[config.mk]
export PLATFORM = sky130hd
export DESIGN_NAME = mips_multicycle_ctrl_flat
export DESIGN_NICKNAME = d
export VERILOG_FILES = /design/src/rtl/mips_multicycle_ctrl_if.sv /design/src/rtl/mips_multicycle_ctrl.sv /design/src/flat_wrapper.sv
export SDC_FILE = /design/constraint.sdc
export NUM_CORES = 1
export LEC_CHECK = 0
export BUFFER_PORTS_ARGS = -buffer_cell sky130_fd_sc_hd__buf_2
export CORE_UTILIZATION = 47
export DETAILED_ROUTE_END_ITERATION = 12
export PLACE_DENSITY = 0.82
export SLEW_MARGIN = 20
export SYNTH_ARGS = -nofsm -noshare
export SYNTH_HDL_FRONTEND = slang
export SYNTH_SLANG_ARGS = --single-unit
export TNS_END_PERCENT = 30
[constraint.sdc]
create_clock -name clock -period 2 [get_ports clock]
set_input_delay 0.2 -clock clock [delete_from_list [all_inputs] [get_ports clock]]
set_output_delay 0.2 -clock clock [all_outputs]
set_load 0.05 [all_outputs]
[src/rtl/mips_multicycle_ctrl_if.sv]
// mips_multicycle_ctrl_if
//   Groups the controller's decode inputs, memory handshake and datapath
//   control outputs into one bundle.
//   master : the controller (drives the control strobes and status).
//   slave  : the datapath / memory side (drives opcode, funct, flags, mem_ready).
//   Signals:
//     opcode[5:0], funct[5:0], zero_flag, mem_ready     datapath -> controller
//     pc_write, pc_write_cond, i_or_d, ir_write,
//     mem_read, mem_write, mem_to_reg, reg_dst,
//     reg_write, alu_src_a[1:0], alu_src_b[1:0],
//     alu_op[3:0], pc_source[1:0]                       controller -> datapath
//     state[3:0], instr_done, illegal_op,
//     retired_count[15:0]                               controller status
interface mips_multicycle_ctrl_if;
    logic [5:0]  opcode;
    logic [5:0]  funct;
    logic        zero_flag;
    logic        mem_ready;

    logic        pc_write;
    logic        pc_write_cond;
    logic        i_or_d;
    logic        ir_write;
    logic        mem_read;
    logic        mem_write;
    logic        mem_to_reg;
    logic        reg_dst;
    logic        reg_write;
    logic [1:0]  alu_src_a;
    logic [1:0]  alu_src_b;
    logic [3:0]  alu_op;
    logic [1:0]  pc_source;

    logic [3:0]  state;
    logic        instr_done;
    logic        illegal_op;
    logic [15:0] retired_count;

    modport master (
        input  opcode, funct, zero_flag, mem_ready,
        output pc_write, pc_write_cond, i_or_d, ir_write, mem_read, mem_write,
               mem_to_reg, reg_dst, reg_write, alu_src_a, alu_src_b, alu_op,
               pc_source, state, instr_done, illegal_op, retired_count
    );

    modport slave (
        output opcode, funct, zero_flag, mem_ready,
        input  pc_write, pc_write_cond, i_or_d, ir_write, mem_read, mem_write,
               mem_to_reg, reg_dst, reg_write, alu_src_a, alu_src_b, alu_op,
               pc_source, state, instr_done, illegal_op, retired_count
    );
endinterface

[src/rtl/mips_multicycle_ctrl.sv]
// mips_multicycle_ctrl
//   Multicycle MIPS main control unit. A 4-bit state register walks each
//   instruction through fetch / decode / execute / memory / write-back.
//   Control outputs are decoded from the state register; only the fetch
//   strobes (ir_write, pc_write) and the store retire pulse are qualified
//   by mem_ready. opcode/funct are consulted only in DECODE, MEM_ADDR,
//   R_EXEC and I_EXEC, where the instruction register is stable.
//   Ports:
//     clock    rising-edge system clock
//     reset_n  asynchronous active-low reset (state=INIT, count=0, outputs 0)
//     bus      mips_multicycle_ctrl_if.master: decode inputs, handshake,
//              datapath strobes, state, instr_done, illegal_op, retired_count
//   zero_flag is part of the bundle for the datapath; the branch decision
//   itself is pc_write_cond AND zero_flag, formed outside this block.
module mips_multicycle_ctrl (
    input  logic                   clock,
    input  logic                   reset_n,
    mips_multicycle_ctrl_if.master bus
);

    typedef enum logic [3:0] {
        S_INIT      = 4'd0,
        S_FETCH     = 4'd1,
        S_DECODE    = 4'd2,
        S_MEM_ADDR  = 4'd3,
        S_MEM_READ  = 4'd4,
        S_MEM_WB    = 4'd5,
        S_MEM_WRITE = 4'd6,
        S_R_EXEC    = 4'd7,
        S_R_WB      = 4'd8,
        S_BRANCH    = 4'd9,
        S_JUMP      = 4'd10,
        S_I_EXEC    = 4'd11,
        S_I_WB      = 4'd12,
        S_ILLEGAL   = 4'd13
    } state_t;

    localparam logic [5:0] OP_RTYPE = 6'b000000;
    localparam logic [5:0] OP_LW    = 6'b100011;
    localparam logic [5:0] OP_SW    = 6'b101011;
    localparam logic [5:0] OP_BEQ   = 6'b000100;
    localparam logic [5:0] OP_J     = 6'b000010;
    localparam logic [5:0] OP_ADDI  = 6'b001000;
    localparam logic [5:0] OP_ANDI  = 6'b001100;
    localparam logic [5:0] OP_ORI   = 6'b001101;
    localparam logic [5:0] OP_LUI   = 6'b001111;

    localparam logic [3:0] ALU_ADD  = 4'b0000;
    localparam logic [3:0] ALU_SUB  = 4'b0001;
    localparam logic [3:0] ALU_AND  = 4'b0010;
    localparam logic [3:0] ALU_OR   = 4'b0011;
    localparam logic [3:0] ALU_LUI  = 4'b0101;
    localparam logic [3:0] ALU_FUNC = 4'b1111;

    state_t      state_q, state_d;
    logic [15:0] count_q, count_d;
    logic        retire;

    // Next-state logic.
    always_comb begin
        // NOTE: every always_comb output gets a default first, so no path can infer a latch.
        state_d = state_q;
        case (state_q)
            S_INIT:      state_d = S_FETCH;
            S_FETCH:     if (bus.mem_ready) state_d = S_DECODE;
            S_DECODE: begin
                case (bus.opcode)
                    OP_RTYPE:                          state_d = S_R_EXEC;
                    OP_LW, OP_SW:                      state_d = S_MEM_ADDR;
                    OP_BEQ:                            state_d = S_BRANCH;
                    OP_J:                              state_d = S_JUMP;
                    OP_ADDI, OP_ANDI, OP_ORI, OP_LUI:  state_d = S_I_EXEC;
                    default:                           state_d = S_ILLEGAL;
                endcase
            end
            S_MEM_ADDR: begin
                // Anything but lw/sw here means the IR changed under us;
                // treat it as illegal rather than risk a stray store.
                if (bus.opcode == OP_LW)      state_d = S_MEM_READ;
                else if (bus.opcode == OP_SW) state_d = S_MEM_WRITE;
                else                          state_d = S_ILLEGAL;
            end
            S_MEM_READ:  if (bus.mem_ready) state_d = S_MEM_WB;
            S_MEM_WRITE: if (bus.mem_ready) state_d = S_FETCH;
            S_R_EXEC:    state_d = S_R_WB;
            S_I_EXEC:    state_d = S_I_WB;
            S_MEM_WB, S_R_WB, S_I_WB, S_BRANCH, S_JUMP, S_ILLEGAL:
                         state_d = S_FETCH;
            default:     state_d = S_INIT;  // unused codes 14/15 recover
        endcase
    end

    // Output decode: state register plus mem_ready for the handshake strobes.
    always_comb begin
        bus.pc_write      = 1'b0;
        bus.pc_write_cond = 1'b0;
        bus.i_or_d        = 1'b0;
        bus.ir_write      = 1'b0;
        bus.mem_read      = 1'b0;
        bus.mem_write     = 1'b0;
        bus.mem_to_reg    = 1'b0;
        bus.reg_dst       = 1'b0;
        bus.reg_write     = 1'b0;
        bus.alu_src_a     = 2'b00;
        bus.alu_src_b     = 2'b00;
        bus.alu_op        = ALU_ADD;
        bus.pc_source     = 2'b00;
        bus.illegal_op    = 1'b0;
        retire            = 1'b0;
        case (state_q)
            S_FETCH: begin
                bus.mem_read  = 1'b1;
                bus.alu_src_b = 2'b01;
                bus.ir_write  = bus.mem_ready;
                bus.pc_write  = bus.mem_ready;
            end
            S_DECODE: bus.alu_src_b = 2'b11;  // precompute branch target
            S_MEM_ADDR: begin
                bus.alu_src_a = 2'b01;
                bus.alu_src_b = 2'b10;
            end
            S_MEM_READ: begin
                bus.mem_read = 1'b1;
                bus.i_or_d   = 1'b1;
            end
            S_MEM_WB: begin
                bus.reg_write  = 1'b1;
                bus.mem_to_reg = 1'b1;
                retire         = 1'b1;
            end
            S_MEM_WRITE: begin
                bus.mem_write = 1'b1;
                bus.i_or_d    = 1'b1;
                retire        = bus.mem_ready;
            end
            S_R_EXEC: begin
                // sll/srl/sra take their first operand from shamt.
                bus.alu_src_a = (bus.funct == 6'b000000 || bus.funct == 6'b000010 ||
                                 bus.funct == 6'b000011) ? 2'b10 : 2'b01;
                bus.alu_op    = ALU_FUNC;
            end
            S_R_WB: begin
                bus.reg_write = 1'b1;
                bus.reg_dst   = 1'b1;
                retire        = 1'b1;
            end
            S_BRANCH: begin
                bus.alu_src_a     = 2'b01;
                bus.alu_op        = ALU_SUB;
                bus.pc_write_cond = 1'b1;
                bus.pc_source     = 2'b01;
                retire            = 1'b1;
            end
            S_JUMP: begin
                bus.pc_write  = 1'b1;
                bus.pc_source = 2'b10;
                retire        = 1'b1;
            end
            S_I_EXEC: begin
                bus.alu_src_a = 2'b01;
                bus.alu_src_b = 2'b10;
                case (bus.opcode)
                    OP_ANDI: bus.alu_op = ALU_AND;
                    OP_ORI:  bus.alu_op = ALU_OR;
                    OP_LUI:  bus.alu_op = ALU_LUI;
                    default: bus.alu_op = ALU_ADD;
                endcase
            end
            S_I_WB: begin
                bus.reg_write = 1'b1;
                retire        = 1'b1;
            end
            S_ILLEGAL: bus.illegal_op = 1'b1;
            default: ;
        endcase
    end

    // Retired-instruction counter wraps naturally at 16 bits.
    always_comb begin
        count_d = retire ? count_q + 16'd1 : count_q;
    end

    // NOTE: sequential state uses non-blocking assignments; the async reset clears state without a clock.
    always_ff @(posedge clock or negedge reset_n) begin
        if (!reset_n) begin
            state_q <= S_INIT;
            count_q <= 16'd0;
        end else begin
            state_q <= state_d;
            count_q <= count_d;
        end
    end

    assign bus.state         = state_q;
    assign bus.instr_done    = retire;
    assign bus.retired_count = count_q;

endmodule

[src/flat_wrapper.sv]
// flat-port wrapper written by rule: the top's interface ports become plain ports
module mips_multicycle_ctrl_flat 
  (clock, reset_n, bus_opcode, bus_funct, bus_zero_flag, bus_mem_ready, bus_pc_write, bus_pc_write_cond, bus_i_or_d, bus_ir_write, bus_mem_read, bus_mem_write, bus_mem_to_reg, bus_reg_dst, bus_reg_write, bus_alu_src_a, bus_alu_src_b, bus_alu_op, bus_pc_source, bus_state, bus_instr_done, bus_illegal_op, bus_retired_count);
  mips_multicycle_ctrl_if bus_i ();
  input  logic clock;
  input  logic reset_n;
  input wire logic [$bits(bus_i.opcode)-1:0] bus_opcode;
  input wire logic [$bits(bus_i.funct)-1:0] bus_funct;
  input wire logic [$bits(bus_i.zero_flag)-1:0] bus_zero_flag;
  input wire logic [$bits(bus_i.mem_ready)-1:0] bus_mem_ready;
  output wire logic [$bits(bus_i.pc_write)-1:0] bus_pc_write;
  output wire logic [$bits(bus_i.pc_write_cond)-1:0] bus_pc_write_cond;
  output wire logic [$bits(bus_i.i_or_d)-1:0] bus_i_or_d;
  output wire logic [$bits(bus_i.ir_write)-1:0] bus_ir_write;
  output wire logic [$bits(bus_i.mem_read)-1:0] bus_mem_read;
  output wire logic [$bits(bus_i.mem_write)-1:0] bus_mem_write;
  output wire logic [$bits(bus_i.mem_to_reg)-1:0] bus_mem_to_reg;
  output wire logic [$bits(bus_i.reg_dst)-1:0] bus_reg_dst;
  output wire logic [$bits(bus_i.reg_write)-1:0] bus_reg_write;
  output wire logic [$bits(bus_i.alu_src_a)-1:0] bus_alu_src_a;
  output wire logic [$bits(bus_i.alu_src_b)-1:0] bus_alu_src_b;
  output wire logic [$bits(bus_i.alu_op)-1:0] bus_alu_op;
  output wire logic [$bits(bus_i.pc_source)-1:0] bus_pc_source;
  output wire logic [$bits(bus_i.state)-1:0] bus_state;
  output wire logic [$bits(bus_i.instr_done)-1:0] bus_instr_done;
  output wire logic [$bits(bus_i.illegal_op)-1:0] bus_illegal_op;
  output wire logic [$bits(bus_i.retired_count)-1:0] bus_retired_count;
  assign bus_i.opcode = bus_opcode;
  assign bus_i.funct = bus_funct;
  assign bus_i.zero_flag = bus_zero_flag;
  assign bus_i.mem_ready = bus_mem_ready;
  assign bus_pc_write = bus_i.pc_write;
  assign bus_pc_write_cond = bus_i.pc_write_cond;
  assign bus_i_or_d = bus_i.i_or_d;
  assign bus_ir_write = bus_i.ir_write;
  assign bus_mem_read = bus_i.mem_read;
  assign bus_mem_write = bus_i.mem_write;
  assign bus_mem_to_reg = bus_i.mem_to_reg;
  assign bus_reg_dst = bus_i.reg_dst;
  assign bus_reg_write = bus_i.reg_write;
  assign bus_alu_src_a = bus_i.alu_src_a;
  assign bus_alu_src_b = bus_i.alu_src_b;
  assign bus_alu_op = bus_i.alu_op;
  assign bus_pc_source = bus_i.pc_source;
  assign bus_state = bus_i.state;
  assign bus_instr_done = bus_i.instr_done;
  assign bus_illegal_op = bus_i.illegal_op;
  assign bus_retired_count = bus_i.retired_count;
  mips_multicycle_ctrl u_core (.clock(clock), .reset_n(reset_n), .bus(bus_i));
endmodule
# Word-level counts from Yosys, hierarchy flattened
# Cells that the tools add are included.
classes:
  addsub: 1
  n_mul: 0
  div: 0
  order_cmp: 0
  n_eq_ne: 26
  shift: 0
  muxes: 24
  bitwise_logic: 0
  reduce_logical: 15
op_table:
  columns: ["operator", "n"]
  rows:
  - ["one-hot mux 4 bit (8 select lines)", 1]
  - ["equality test 4 bit, second input constant", 6]
  - ["equality test 6 x 4 -> 1 bit, second input constant", 4]
  - ["2-to-1 mux 4 bit", 5]
  - ["one-hot mux 4 bit (5 select lines)", 1]
  - ["equality test 6 x 2 -> 1 bit, second input constant", 3]
  - ["adder 16 x 1 -> 16 bit, second input constant", 1]
  - ["equality test 4 x 3 -> 1 bit, second input constant", 4]
  - ["equality test 6 bit, second input constant", 2]
  - ["zero test 6 bit", 2]
  - ["one-hot mux 4 bit (3 select lines)", 1]
  - ["2-to-1 mux 1 bit", 9]
  - ["one-hot mux 3 bit (3 select lines)", 1]
  - ["equality test 4 x 2 -> 1 bit, second input constant", 2]
  - ["one-hot mux 2 bit (2 select lines)", 2]
  - ["OR reduction 2 bit", 4]
  - ["OR reduction 7 bit", 1]
  - ["equality test 6 x 3 -> 1 bit, second input constant", 1]
  - ["!= test 2 bit, second input constant", 3]
  - ["one-hot mux 2 bit (3 select lines)", 1]
  - ["OR reduction 3 bit", 2]
  - ["OR reduction 5 bit", 1]
  - ["equality test 4 x 1 -> 1 bit, second input constant", 1]
  - ["zero test 4 bit", 1]
  - ["5 further kinds", 7]
totals:
  reg_bits: 20
  latch_bits: 0
  ramBits: 0
  rom_bits: 0
  input_bits: 16
  output_inout_bits: 41
  word_cells: 68
  mem_count: 0

# Logic depth before layout (Yosys ltp)
logic_depth:
  word_depth: 5
  ltp_mapped: 7
  depth_no_buf: 5

# Least setup slack after synthesis
# OpenSTA, ideal clock, no wires.
synth_timing:
  kind: "register to output"
  startpoint: "register u_core.state_q[1] (netlist: u_core.bus.state[1])"
  endpoint: "output bus_alu_op[2]"
  arrival_ps: 2473
  required_time_ps: 1800
  path_slack_ps: -673
  stages_incl_launch_ff: 6
  cell_sequence: "dfrtp_1 -> clkbuf_1 -> nand2_1 -> nor2_1 -> nand4_1 -> o31ai_1"
synth_via:
  elab_chain_cells: 2
  elab_cells_between_ends: 4
  cone_classes: "3 x eq/ne; 1 x mux"
synth_rtl:
  columns: ["element", "line_no", "rtl"]
  rows:
  - ["start, declared", "mips_multicycle_ctrl.sv:55", "state_t state_q, state_d;"]
  - ["start signal, assigned", "mips_multicycle_ctrl.sv:189", "state_q <= state_d;"]
  - ["equality test 4 bit or equality test 4 x 3 -> 1 bit (tied branches)", "mips_multicycle_ctrl.sv:110", "case (state_q)"]
  - ["one-hot mux 4 bit (3 select lines) *", "mips_multicycle_ctrl.sv:110", null]
  - ["end, declared", "flat_wrapper.sv:22", "output wire logic [$bits(bus_i.alu_op)-1:0] bus_alu_op;"]
# Every way passes the cells marked *; elsewhere a longest branch is shown, timed or not.

# Worst setup path in the final report
layout_timing:
  startpoint: "register u_core.state_q[2] (netlist: u_core.bus.state[2])"
  endpoint: "output bus_alu_op[0]"
# Same word-level chain as after synthesis.

==> impl_metrics.yaml <==
drt:
  postRouteAntennaNets: 0
  routed_wl_um: 3220
  num_vias: 1400
  wl_per_cell_um: 12.7
  drt_iter0_drc: 45
  drc: 0
  dr.pass1.iters: 4
  viasPerCell: 5.53
layout:
  drive_above_1_share: 0.392
  layout.cells.most_common: "buf_2"
  syn_to_final_growth_pct: 33.3
  final_core_util: 0.659
  fillerInstances: 232
  diodes: 0
  final_nets: 240
  layout_common_cells: "52 x buf_2, 16 x dfrtp_1, 15 x nor2_1, 15 x xnor2_1, 15 x buf_4"
  layout.area.seq_um2: 505
  multi_input_area_um2: 797
die:
  core_area_mm2: 0.00276
  die-area_mm2: 0.00312
  die_w_um: 55.9
  num_rows: 19
  die_h_um: 55.9
  start_util: 0.495
  ios: 57
sta:
  fin_setup_tns_ps: 0
  setup_viol: 0
  hold_ws_ps: 257
  slew_violations: 0
  fin_skew_ps: 3.39
  layout_min_cycle_time_ps: 1930
  maxSlewHeadroom: 0.722
  finalCritPeriodShare: 0.964
  rsz0062_at_grt: "no"
  max_freq_mhz: 519
  finalHoldViolCount: 0
  worst_slew_pin_slew_ps: 417
yosys:
  synthArstFlopShare: 1.00
  syn_inst: 159
  yosysTopAreaCell: "dfrtp_1"
  yosys.area.top_type_share: 0.367
  synth_cell_types: 39
  synth_edf_count: 0
  ys_seq_area_frac: 0.367
  yosys-top-cells-area: "dfrtp_1 37%, xnor2_1 9.6%, nor2_1 4.4%"
  synth-seq-cells: 20
  synth_top_flop_cell: "dfrtp_1"
  yosysWarnings: 0
  avgSynthCellArea_um2: 8.58
  synthesis.nets: 176
  syn_area_mm2: 0.00136
flow_run:
  drv_cap: 0
critical_path:
  r2r_start: "u_core.bus.state[1]"
  rrSetupSlack_ps: 210
  cp-startpoint: "u_core.bus.state[2]"
  cp_data_required_time_ps: 1800
  start_kind: "register"
  endpoint_kind: "primary output"
  r2r-end: "u_core.bus.retired_count[15]"
  crit_arrival_ps: 1730
  reg2reg_depth: 7
  critical_path_class: "register to primary output"
  worst-path-max-fanout: 10
  worstSetupEndpoint: "bus_alu_op[0]"
place:
  place.gp.congestion: 0.859
  port_buffers: 55
  dpl.hpwl_um: 2390
global_route:
  grt-ovfl-total: 0
  grt_max_degree: 21
  grt_usage: 0.215
  grt_pass1_vias: 1231
  grt_pass1_wl_um: 5420
  grt_antenna_before_repair: 0
clocking:
  clock_path_buffers: 2
  clk_pin_slew_worst_paths_ps: 100
  clockRootBuffer: "clkbuf_4"
  cts.sinks: 20
  cts-buffers-inserted: 3
  htree_num_levels: 1
  cts_tree: "done"
  clk_latency_ps: 300
worst_hold_path:
  hold_class: "primary input to register"
  holdPathStages: 3
pwr:
  cellPowerDensity_mw_per_mm2: 1750
  power_uw: 3180
  p_leak_uw: 0.000895
  max-vdd-ir-drop_mv: 1.14
outcome:
  status: "finished, final reports clean"
==> synth_stat cells (all sizes together) (2+ instances only) <==
cell type,count
nand2b,2
clkbuf,6
nor4,5
nor3,5
o311ai,2
o21ai,4
nand4b,2
a21oi,7
inv,7
and3,5
dfrtp,20
nor2b,4
nand2,10
o31ai,2
xnor2,15
o21a,3
and4,3
a31oi,2
buf,5
nand3,10
nand4,8
o22ai,4
nor2,16
==> worst min path at each step <==
stage / start / endpoint
floorplan: reset_n / u_core.bus.retired_count[0]
global placement: reset_n / u_core.bus.retired_count[9]
detailed placement: reset_n / u_core.bus.retired_count[7]
CTS: bus_opcode[4] / u_core.bus.state[2]
global route: bus_opcode[4] / u_core.bus.state[2]
finish: bus_opcode[4] / u_core.bus.state[2]
==> flip-flops by register name, summed over array words and instances, names as in the netlist <==
signal                    cells
u_core.bus.state              4
u_core.bus.retired_count     16
==> logic make-up after synthesis <==
kind of cell | Yosys count | share of synthesized area
and+or+nand+nor | 74 | 0.293
AOI/OAI and AO/OA | 28 | 0.143
DFF | 20 | 0.367
buffers and inverters | 18 | 0.0688
xor gates and xnor gates | 16 | 0.103
adders and majority gates | 2 | 0.0174
muxes | 1 | 0.00826
==> power breakdown <==
| part | internal, uW | leakage (uW) | switching [uW] |
|---|---|---|---|
| registers | 505 | 0.000260 | 184 |
| clock network | 111 | 0.0000210 | 115 |
| logic | 751 | 0.000615 | 1510 |
==> metal layers <==
| layer | up-vias | GRT usage | part of all wire |
|---|---|---|---|
| li1 | 697 | - | - |
| met1 | 655 | 0.292 | 0.46 |
| met2 | 46 | 0.356 | 0.48 |
| met3 | 2 | 0.0465 | 0.053 |
| met4 | 0 | 0.0418 | 0.0044 |
| met5 | - | 0 | 0 |
==> timing repair <==
action                                  in CTS  in global routing
resized for setup                            3                  4
hold buffers                                 1                  0
setup buffers                                0                  6
endpoints found under the setup margin       3                  8
endpoints found under the hold margin       20                  0
cloned                                       0                  0
pin swaps                                    0                  1
==> layout make-up <==
class                           count  area share
Sequential cell                    20       0.278
Multi-Input combinational cell    121       0.438
Inverter                            7      0.0145
Clock buffer                        4      0.0200
Timing Repair Buffer               70       0.228
Tap cell                           31      0.0213
==> metrics by stage <==
step           setup WS [ps]  cells  cell area [um2]
6_report                72.8    253             1820
5_1_grt                 2.89    253             1820
4_1_cts                 3.24    247             1770
3_5_place_dp             254    242             1710
3_3_place_gp             289    242             1710
2_1_floorplan           -277    159             1390
==> worst max-delay path, stage by stage, from the launching register on <==
cell      delay [ps]
dfrtp_2          500
nand2b_1         190
nor2_1           110
nand4_1          180
o22ai_1          220
buf_4            230
Note: power is estimated with default switching activity, not from simulation.
